--- src/rtl/vga_pkg.sv ---
// vga_pkg: VGA 640x480@60 timing, stored image geometry and data widths
// shared by the frame buffer read side and the capture-side address counter.
package vga_pkg;

  // Horizontal timing in pixel clocks
  localparam int H_ACTIVE = 640;
  localparam int H_FP     = 16;
  localparam int H_SYNC   = 96;
  localparam int H_BP     = 48;
  localparam int H_TOTAL  = H_ACTIVE + H_FP + H_SYNC + H_BP;

  // Vertical timing in lines
  localparam int V_ACTIVE = 480;
  localparam int V_FP     = 10;
  localparam int V_SYNC   = 2;
  localparam int V_BP     = 33;
  localparam int V_TOTAL  = V_ACTIVE + V_FP + V_SYNC + V_BP;

  // Stored image: 160x96 pixels, shown 4x4 upscaled
  localparam int IMG_W      = 160;
  localparam int IMG_H      = 96;
  localparam int IMG_SIZE   = IMG_W * IMG_H;
  localparam int SCALE_LOG2 = 2;

  // Data path widths
  localparam int ADDR_W  = 15;
  localparam int PIX_W   = 8;
  localparam int H_CNT_W = 10;
  localparam int V_CNT_W = 10;

  // Colours driven when no stored pixel is shown
  localparam logic [PIX_W-1:0] BG_COLOR    = 8'h00;
  localparam logic [PIX_W-1:0] BLANK_COLOR = 8'h00;

  typedef logic [ADDR_W-1:0] addr_t;
  typedef logic [PIX_W-1:0]  pixel_t;

  // Control bits that travel down the pipeline alongside the pixel address
  typedef struct packed {
    logic in_img;
    logic active;
    logic hsync_n;
    logic vsync_n;
  } pipe_ctrl_t;

  localparam pipe_ctrl_t CTRL_RESET = '{in_img: 1'b0, active: 1'b0,
                                        hsync_n: 1'b1, vsync_n: 1'b1};

endpackage

--- src/rtl/vga_timing.sv ---
// vga_timing: free-running pixel/line counters with raw (undelayed) sync
// levels and the visible-area flag. Geometry defaults to 640x480@60.
module vga_timing
  import vga_pkg::*;
#(
  parameter int H_ACT      = H_ACTIVE,
  parameter int H_FP_LEN   = H_FP,
  parameter int H_SYNC_LEN = H_SYNC,
  parameter int H_BP_LEN   = H_BP,
  parameter int V_ACT      = V_ACTIVE,
  parameter int V_FP_LEN   = V_FP,
  parameter int V_SYNC_LEN = V_SYNC,
  parameter int V_BP_LEN   = V_BP
) (
  input  logic               pclk,
  input  logic               in_reset,
  output logic [H_CNT_W-1:0] hcount,
  output logic [V_CNT_W-1:0] vcount,
  output logic               line_end,
  output logic               frame_wrap,
  output logic               hsync_raw,
  output logic               vsync_raw,
  output logic               active
);

  localparam int H_TOT = H_ACT + H_FP_LEN + H_SYNC_LEN + H_BP_LEN;
  localparam int V_TOT = V_ACT + V_FP_LEN + V_SYNC_LEN + V_BP_LEN;

  localparam logic [H_CNT_W-1:0] H_LAST       = H_CNT_W'(H_TOT - 1);
  localparam logic [V_CNT_W-1:0] V_LAST       = V_CNT_W'(V_TOT - 1);
  localparam logic [H_CNT_W-1:0] H_VIS_END    = H_CNT_W'(H_ACT);
  localparam logic [V_CNT_W-1:0] V_VIS_END    = V_CNT_W'(V_ACT);
  localparam logic [H_CNT_W-1:0] H_SYNC_START = H_CNT_W'(H_ACT + H_FP_LEN);
  localparam logic [H_CNT_W-1:0] H_SYNC_END   = H_CNT_W'(H_ACT + H_FP_LEN + H_SYNC_LEN);
  localparam logic [V_CNT_W-1:0] V_SYNC_START = V_CNT_W'(V_ACT + V_FP_LEN);
  localparam logic [V_CNT_W-1:0] V_SYNC_END   = V_CNT_W'(V_ACT + V_FP_LEN + V_SYNC_LEN);

  assign line_end   = (hcount == H_LAST);
  assign frame_wrap = line_end && (vcount == V_LAST);

  // Pixel counter wraps every line; line counter steps at each line end and wraps per frame.
  always_ff @(posedge pclk or posedge in_reset) begin
    if (in_reset) begin
      hcount <= '0;
      vcount <= '0;
    end else if (line_end) begin
      hcount <= '0;
      vcount <= frame_wrap ? '0 : vcount + 1'b1;
    end else begin
      hcount <= hcount + 1'b1;
    end
  end

  // Sync pulses are active low; visible area is the top-left H_ACT x V_ACT window.
  always_comb begin
    hsync_raw = !((hcount >= H_SYNC_START) && (hcount < H_SYNC_END));
    vsync_raw = !((vcount >= V_SYNC_START) && (vcount < V_SYNC_END));
    active    = (hcount < H_VIS_END) && (vcount < V_VIS_END);
  end

endmodule

--- src/rtl/vga_buffer_reader.sv ---
// vga_buffer_reader: reads the 160x96 RGB332 frame buffer and drives a
// 4x4-upscaled image onto VGA. Two-stage pipeline: stage 1 issues the RAM
// address, stage 2 registers the returned pixel together with the syncs.
module vga_buffer_reader
  import vga_pkg::*;
#(
  parameter int H_ACT      = H_ACTIVE,
  parameter int H_FP_LEN   = H_FP,
  parameter int H_SYNC_LEN = H_SYNC,
  parameter int H_BP_LEN   = H_BP,
  parameter int V_ACT      = V_ACTIVE,
  parameter int V_FP_LEN   = V_FP,
  parameter int V_SYNC_LEN = V_SYNC,
  parameter int V_BP_LEN   = V_BP,
  parameter int IMG_COLS   = IMG_W,
  parameter int IMG_ROWS   = IMG_H
) (
  input  logic              pclk,
  input  logic              in_reset,
  output logic [ADDR_W-1:0] rd_addr,
  input  logic [PIX_W-1:0]  rd_data,
  output logic [PIX_W-1:0]  rgb,
  output logic              hsync,
  output logic              vsync,
  output logic              frame_end
);

  // Image area in screen coordinates after upscaling
  localparam logic [H_CNT_W-1:0] IMG_X_END  = H_CNT_W'(IMG_COLS << SCALE_LOG2);
  localparam logic [V_CNT_W-1:0] IMG_Y_END  = V_CNT_W'(IMG_ROWS << SCALE_LOG2);
  localparam logic [H_CNT_W-1:0] IMG_X_LAST = H_CNT_W'((IMG_COLS << SCALE_LOG2) - 1);
  localparam logic [V_CNT_W-1:0] IMG_Y_LAST = V_CNT_W'((IMG_ROWS << SCALE_LOG2) - 1);
  localparam addr_t              ROW_STEP   = ADDR_W'(IMG_COLS);

  logic [H_CNT_W-1:0] hcount;
  logic [V_CNT_W-1:0] vcount;
  logic               line_end;
  logic               frame_wrap;
  logic               hsync_raw;
  logic               vsync_raw;
  logic               active;

  addr_t      row_base;
  addr_t      x_img;
  logic       in_img0;
  logic       row_done;
  logic       last_pix0;
  pipe_ctrl_t ctrl0;
  pipe_ctrl_t ctrl1;
  pixel_t     rgb_next;

  vga_timing #(
    .H_ACT      (H_ACT),
    .H_FP_LEN   (H_FP_LEN),
    .H_SYNC_LEN (H_SYNC_LEN),
    .H_BP_LEN   (H_BP_LEN),
    .V_ACT      (V_ACT),
    .V_FP_LEN   (V_FP_LEN),
    .V_SYNC_LEN (V_SYNC_LEN),
    .V_BP_LEN   (V_BP_LEN)
  ) u_timing (
    .pclk       (pclk),
    .in_reset   (in_reset),
    .hcount     (hcount),
    .vcount     (vcount),
    .line_end   (line_end),
    .frame_wrap (frame_wrap),
    .hsync_raw  (hsync_raw),
    .vsync_raw  (vsync_raw),
    .active     (active)
  );

  // Stage 0: decode the counter position into image coordinates and control bits.
  always_comb begin
    in_img0       = (hcount < IMG_X_END) && (vcount < IMG_Y_END);
    x_img         = ADDR_W'(hcount >> SCALE_LOG2);
    row_done      = &vcount[SCALE_LOG2-1:0];
    last_pix0     = (hcount == IMG_X_LAST) && (vcount == IMG_Y_LAST);
    ctrl0         = CTRL_RESET;
    ctrl0.in_img  = in_img0;
    ctrl0.active  = active;
    ctrl0.hsync_n = hsync_raw;
    ctrl0.vsync_n = vsync_raw;
  end

  // Running y_img*IMG_COLS: step once per group of scaled lines, stop after the last image row.
  always_ff @(posedge pclk or posedge in_reset) begin
    if (in_reset) begin
      row_base <= '0;
    end else if (frame_wrap) begin
      row_base <= '0;
    end else if (line_end && row_done && (vcount < IMG_Y_LAST)) begin
      row_base <= row_base + ROW_STEP;
    end
  end

  // Stage 1: issue the RAM address; frame_end marks the cycle the final image address is issued.
  always_ff @(posedge pclk or posedge in_reset) begin
    if (in_reset) begin
      rd_addr   <= '0;
      ctrl1     <= CTRL_RESET;
      frame_end <= 1'b0;
    end else begin
      rd_addr   <= in_img0 ? (row_base + x_img) : '0;
      ctrl1     <= ctrl0;
      frame_end <= last_pix0;
    end
  end

  // Stage 2 colour select: RAM data inside the image, background elsewhere, black in blanking.
  always_comb begin
    rgb_next = BLANK_COLOR;
    if (ctrl1.active) begin
      rgb_next = ctrl1.in_img ? rd_data : BG_COLOR;
    end
  end

  // Stage 2: register colour and syncs together so all three reach the DAC aligned.
  always_ff @(posedge pclk or posedge in_reset) begin
    if (in_reset) begin
      rgb   <= BLANK_COLOR;
      hsync <= 1'b1;
      vsync <= 1'b1;
    end else begin
      rgb   <= rgb_next;
      hsync <= ctrl1.hsync_n;
      vsync <= ctrl1.vsync_n;
    end
  end

endmodule

--- config.mk ---
export PLATFORM = sky130hd
export DESIGN_NAME = vga_buffer_reader
export DESIGN_NICKNAME = d
export VERILOG_FILES = /design/src/rtl/vga_pkg.sv /design/src/rtl/vga_timing.sv /design/src/rtl/vga_buffer_reader.sv
export SDC_FILE = /design/constraint.sdc
export NUM_CORES = 1
export LEC_CHECK = 0
export CORE_UTILIZATION = 30
export DETAILED_ROUTE_END_ITERATION = 12
export RECOVER_POWER = 50
export SLEW_MARGIN = 30
export SYNTH_ARGS = -nofsm -noshare
export SYNTH_HDL_FRONTEND = slang
export SYNTH_SLANG_ARGS = --single-unit
--- constraint.sdc ---
create_clock -name pclk -period 2.8 [get_ports pclk]
set_clock_uncertainty 0.15 [all_clocks]
set_input_delay 0.28 -clock pclk [delete_from_list [all_inputs] [get_ports pclk]]
set_output_delay 0.28 -clock pclk [all_outputs]
set_load 0.02 [all_outputs]
== Word level (Yosys, flattened, before mapping) ==
Index checks and enable logic that the tools add are counted.
Widths: inputs -> output; s select.

* Bits in registers: 65
* Input port bits: 10
* Output and inout port bits: 26
* Logic and storage cells: 47

* Add/subtract/negate cells: 4
* $lt $le $gt $ge: 8
* Equality and inequality tests: 4
* Mux-type cells: 7
* Reductions and logical operators: 12

{| class="wikitable"
|+ Operator list
! cell !! count
|-
| $mux 15 || 3
|-
| $lt 10x9->1 const B || 4
|-
| $eq 10x10->1 const B || 3
|-
| $add 10x1->10 const B || 2
|-
| $lt 10x10->1 const B || 2
|-
| $mux 10 || 2
|-
| $mux 8 || 2
|-
| $add 15x8->15 || 1
|-
| $add 15x8->15 const B || 1
|-
| $eq 10x9->1 const B || 1
|-
| $ge 10x10->1 const B || 1
|-
| $ge 10x9->1 const B || 1
|-
| $logic_and 1x1->1 || 8
|-
| $logic_not 1->1 || 2
|-
| $reduce_and 2->1 || 1
|-
| $reduce_bool 2->1 || 1
|}

== Longest topological paths before layout ==
* Word-level depth: 5
* Gate-level depth with buffers: 8
* Mapped depth without buffers: 6

== Modules after synthesis ==
Synthesis repeated with hierarchy kept, for this count alone.

* Cells, all modules: 269
* Area total of the unflattened synthesis: 2851.5 sq um

{| class="wikitable"
|+ By module, submodules not included
! module !! instances !! cells an instance !! area each (sq um)
|-
| vga_buffer_reader || 1 || 160 || 1752.9
|-
| vga_timing || 1 || 109 || 1098.6
|}

== Least setup slack after synthesis ==
OpenSTA, ideal clock, no wires.

* Kind: register to register
* Start: register u_timing.hcount[7]
* End: register row_base[10]
* Library setup time: 0.079 ns
* Arrival time: 2.053 ns
* Setup slack: 0.518 ns
* Stages on the path, launching flop included: 7
* Buffers on the path: 2
* Path through: dfrtp_1 > or4b_1 > buf_2 > or3_4 > buf_6 > nor4_2 > mux2i_1

* Longest elaborated chain between the ends: 4

{| class="wikitable"
|+ RTL lines
! item !! RTL line !! source
|-
| start, declared || vga_timing.sv:17 || <nowiki>output logic [H_CNT_W-1:0] hcount,</nowiki>
|-
| start signal, assigned || vga_timing.sv:50 || <nowiki>hcount <= hcount + 1'b1;</nowiki>
|-
| $eq 10x10->1 * || vga_timing.sv:38 || <nowiki>assign line_end = (hcount == H_LAST);</nowiki>
|-
| $logic_and 1x1->1 (2 in a row) || vga_buffer_reader.sv:92 || <nowiki>end else if (line_end && row_done && (vcount < IMG_Y_LAST)) begin</nowiki>
|-
| $reduce_bool 2->1 (no source line) || - ||
|-
| end signal, assigned || vga_buffer_reader.sv:93 || <nowiki>row_base <= row_base + ROW_STEP;</nowiki>
|-
| end, declared || vga_buffer_reader.sv:43 || <nowiki>addr_t row_base;</nowiki>
|}

Every way passes the cells marked *; elsewhere a longest branch is shown, timed or not.
A chain may end at the register's enable or synchronous reset.

== Final worst setup path ==
* Start: register u_timing.hcount[7]
* End: register row_base[5]

The elaborated chain is that of the path after synthesis.

==> impl_metrics.tcl <==
set metrics [dict create \
    status "finished, final reports clean" \
    overflow 0 \
    areaGrowthSynthToFinish_pct 23.4 \
    cts_setup_buffers 0 \
    tns_ns 0 \
    tightest_slew_ns 0.983 \
    hold_buffers 0 \
    async_flop_share_pct 100 \
    crit_arrival_ns 2.70 \
    synth_nets 299 \
    grt_max_degree 36 \
    placed_area_um2 3430 \
    cp_max_fo 28 \
    startpoint_type "register" \
    required_ns 2.92 \
    cts_made_buffers 9 \
    start_util_pct 31.4 \
    powerDensity_nw_per_um2 479 \
    power.internal_w 0.00136 \
    wire_per_inst_um 13.1 \
    ff2ff_setup_slack_ns 0.21 \
    cts.sinks 60 \
    hold_class "reg2reg" \
    clk_latency_ns 0.34 \
    grt_pass1_vias 2111 \
    synth_seq_area_share_pct 51.4 \
    drive_gt1_share_pct 10.6 \
    drtIter0Drc 95 \
    hold-path-cell-count 0 \
    syn_avg_cell_area_um2 10.5 \
    synth_area_leaders "dfrtp_1 (48%), ha_1 (3.8%), dfstp_2 (3.6%)" \
    drt_first_pass_iters 5 \
    rsz0062_at_grt "false" \
    grtUsageTotal_pct 12.8 \
    holdPathEnd "hsync" \
    root_buffer "clkbuf_8" \
    dr_total_vias 2180 \
    cp-end-kind "register" \
    clockBufferDepth 2 \
    final_cell_area_um2 3610 \
    drcViolationCount 0 \
    power_frac_comb_pct 3.2 \
    antenna_found_initial 0 \
    syn-cell-area_um2 2930 \
    n_fill_cell 908 \
    min_period_ns 2.59 \
    layout.nets 336 \
    ys_types 44 \
    synthFlopType "dfrtp_1" \
    cts_tree "built" \
    yosysMostFrequentCell "dfrtp_1" \
    yosysWarningCount 0 \
    worstReg2RegStart "u_timing.hcount[7]" \
    grt_pass1_wl_mm 10.0 \
    yosysTopAreaCell "dfrtp_1" \
    power_switching_w 0.000374 \
    netlist_instances 280 \
    diodes 0 \
    r2r_cells 4 \
    fmax_ghz 0.387 \
    p_clk_share_pct 46.2 \
    slew_headroom_pct 34.4 \
    setup_viol 0 \
    final_core_util_pct 38.7 \
    dpl.hpwl_mm 4.02 \
    vdd_ir_drop_max_mv 0.165 \
    cts_resized 0 \
    synth_seq_cells 60 \
    pin_count 36 \
    cts.clk_slew.worst_paths_ns 0.07 \
    wl_mm 5.89 \
    reg2reg_to "row_base[5]" \
    io_buffers 35 \
    seqPwrFrac_pct 50.6 \
    worstSetupPathType "reg2reg" \
    slew_violations 0 \
    synth_top_area_share_pct 47.8 \
    maxCapViolations 0 \
    rows 35 \
    routabilityCongestion 0.792 \
    worstHoldStart "ctrl1[1]" \
    die_area_um2 10200 \
    fp.dieH_um 101 \
    die_w_um 101 \
    synth_common_cells "dfrtp_1 (56), nand3_1 (18), o21ai_0 (18)" \
    synth_edf_count 0 \
    period_share_pct 92.3 \
    swShare_pct 21.6 \
    hold_violations 0 \
    vias_per_cell 4.83 \
    power.total_w 0.00173 \
    ant_nets 0 \
    p_leak_nw 1.50 \
    h-tree-depth 3 \
    core-area_um2 9330 \
]
[layout make-up]
| class | count | area (um^2) | area share (%) |
|---|---|---|---|
| timing repair buffer | 40 | 385 | 10.7 |
| inverter | 10 | 37.5 | 1.04 |
| sequential | 60 | 1510 | 41.7 |
| tap | 129 | 161 | 4.47 |
| clock buffer | 12 | 155 | 4.29 |
| multi-input combinational | 196 | 1320 | 36.5 |
| clock inverter | 4 | 47.5 | 1.32 |
[worst max-delay path by stage]
stage	cells after the start	slack [ns]	from	end
floorplan	6	0.52	u_timing.hcount[7]	row_base[10]
global placement	4	0.29	u_timing.hcount[7]	row_base[5]
detailed placement	4	0.25	u_timing.hcount[7]	row_base[5]
CTS	4	0.23	u_timing.hcount[7]	row_base[5]
global route	4	0.10	u_timing.hcount[7]	row_base[5]
finish	4	0.21	u_timing.hcount[7]	row_base[5]
[worst max-delay path: stages, from the launching register on]
cell and delay [ns]:
dfrtp_1 0.47, or4b_1 0.66, or3_4 0.53, or4_1 0.54, a21oi_1 0.15
[power by group through the flow]
stage | clock network [W] | logic [W] | registers (W)
finish | 0.000799 | 0.0000559 | 0.000875
global route | 0.000856 | 0.0000625 | 0.000874
global placement | 0 | 0.0000609 | 0.000891
detailed placement | 0 | 0.0000610 | 0.000891
floorplan | 0 | 0.0000174 | 0.000900
CTS | 0.000819 | 0.0000616 | 0.000875
[state kept, by name, summed over array words and instances (netlist names)]
register / count
rd_addr: 15
rgb: 8
u_timing.hcount: 10
u_timing.vcount: 10
frame_end: 1
ctrl1: 4
vsync: 1
hsync: 1
row_base: 10
[through the flow]
| stage | worst slack (ns) | std cells | hold WS (ns) |
|---|---|---|---|
| after global routing | 0.102 | 451 | 0.215 |
| after CTS | 0.232 | 451 | 0.188 |
| after detailed placement | 0.253 | 435 | 0.197 |
| final | 0.215 | 451 | 0.206 |
| after global placement | 0.292 | 435 | 0.196 |
| after floorplan | 0.518 | 280 | 0.195 |
[placed cells by master, fill, tap and decap left out, drive strengths merged, types with 4 or more instances in the layout]
master         instances
dfrtp                 56
clkdlybuf4s50         34
nand3                 18
o21ai                 18
nor2                  17
and3                  14
nand2                 13
clkbuf                13
a21oi                 12
nor4                  11
inv                   10
mux2i                  9
ha                     9
xnor2                  8
xor2                   8
and2                   8
nand4                  7
or3                    7
o21bai                 6
nor3                   5
dfstp                  4
buf                    4
[cells by family (layout without fill, tap and decap cells)]
| logic type | count (synthesis) | count (layout) | share of synthesized area [%] |
|---|---|---|---|
| other | 1 | 1 | 0.128 |
| AND/OR/NAND/NOR | 112 | 112 | 23.0 |
| flip-flops | 60 | 60 | 51.4 |
| buffers and inverters | 24 | 66 | 3.50 |
| multiplexers | 9 | 9 | 3.08 |
| XOR/XNOR | 16 | 16 | 4.78 |
| AO/OA/AOI/OAI | 49 | 49 | 10.3 |
| adder cells (fa/ha/maj) | 9 | 9 | 3.84 |
[metal layers]
metal	vias to the layer above	share of wire (%)	track usage, %
met5	-	0	0
met4	0	2.1	7.25
met3	10	4.1	2.98
met2	52	45	20.3
met1	1038	49	16.0
li1	1080	-	-
(Power assumes the default switching activity.)
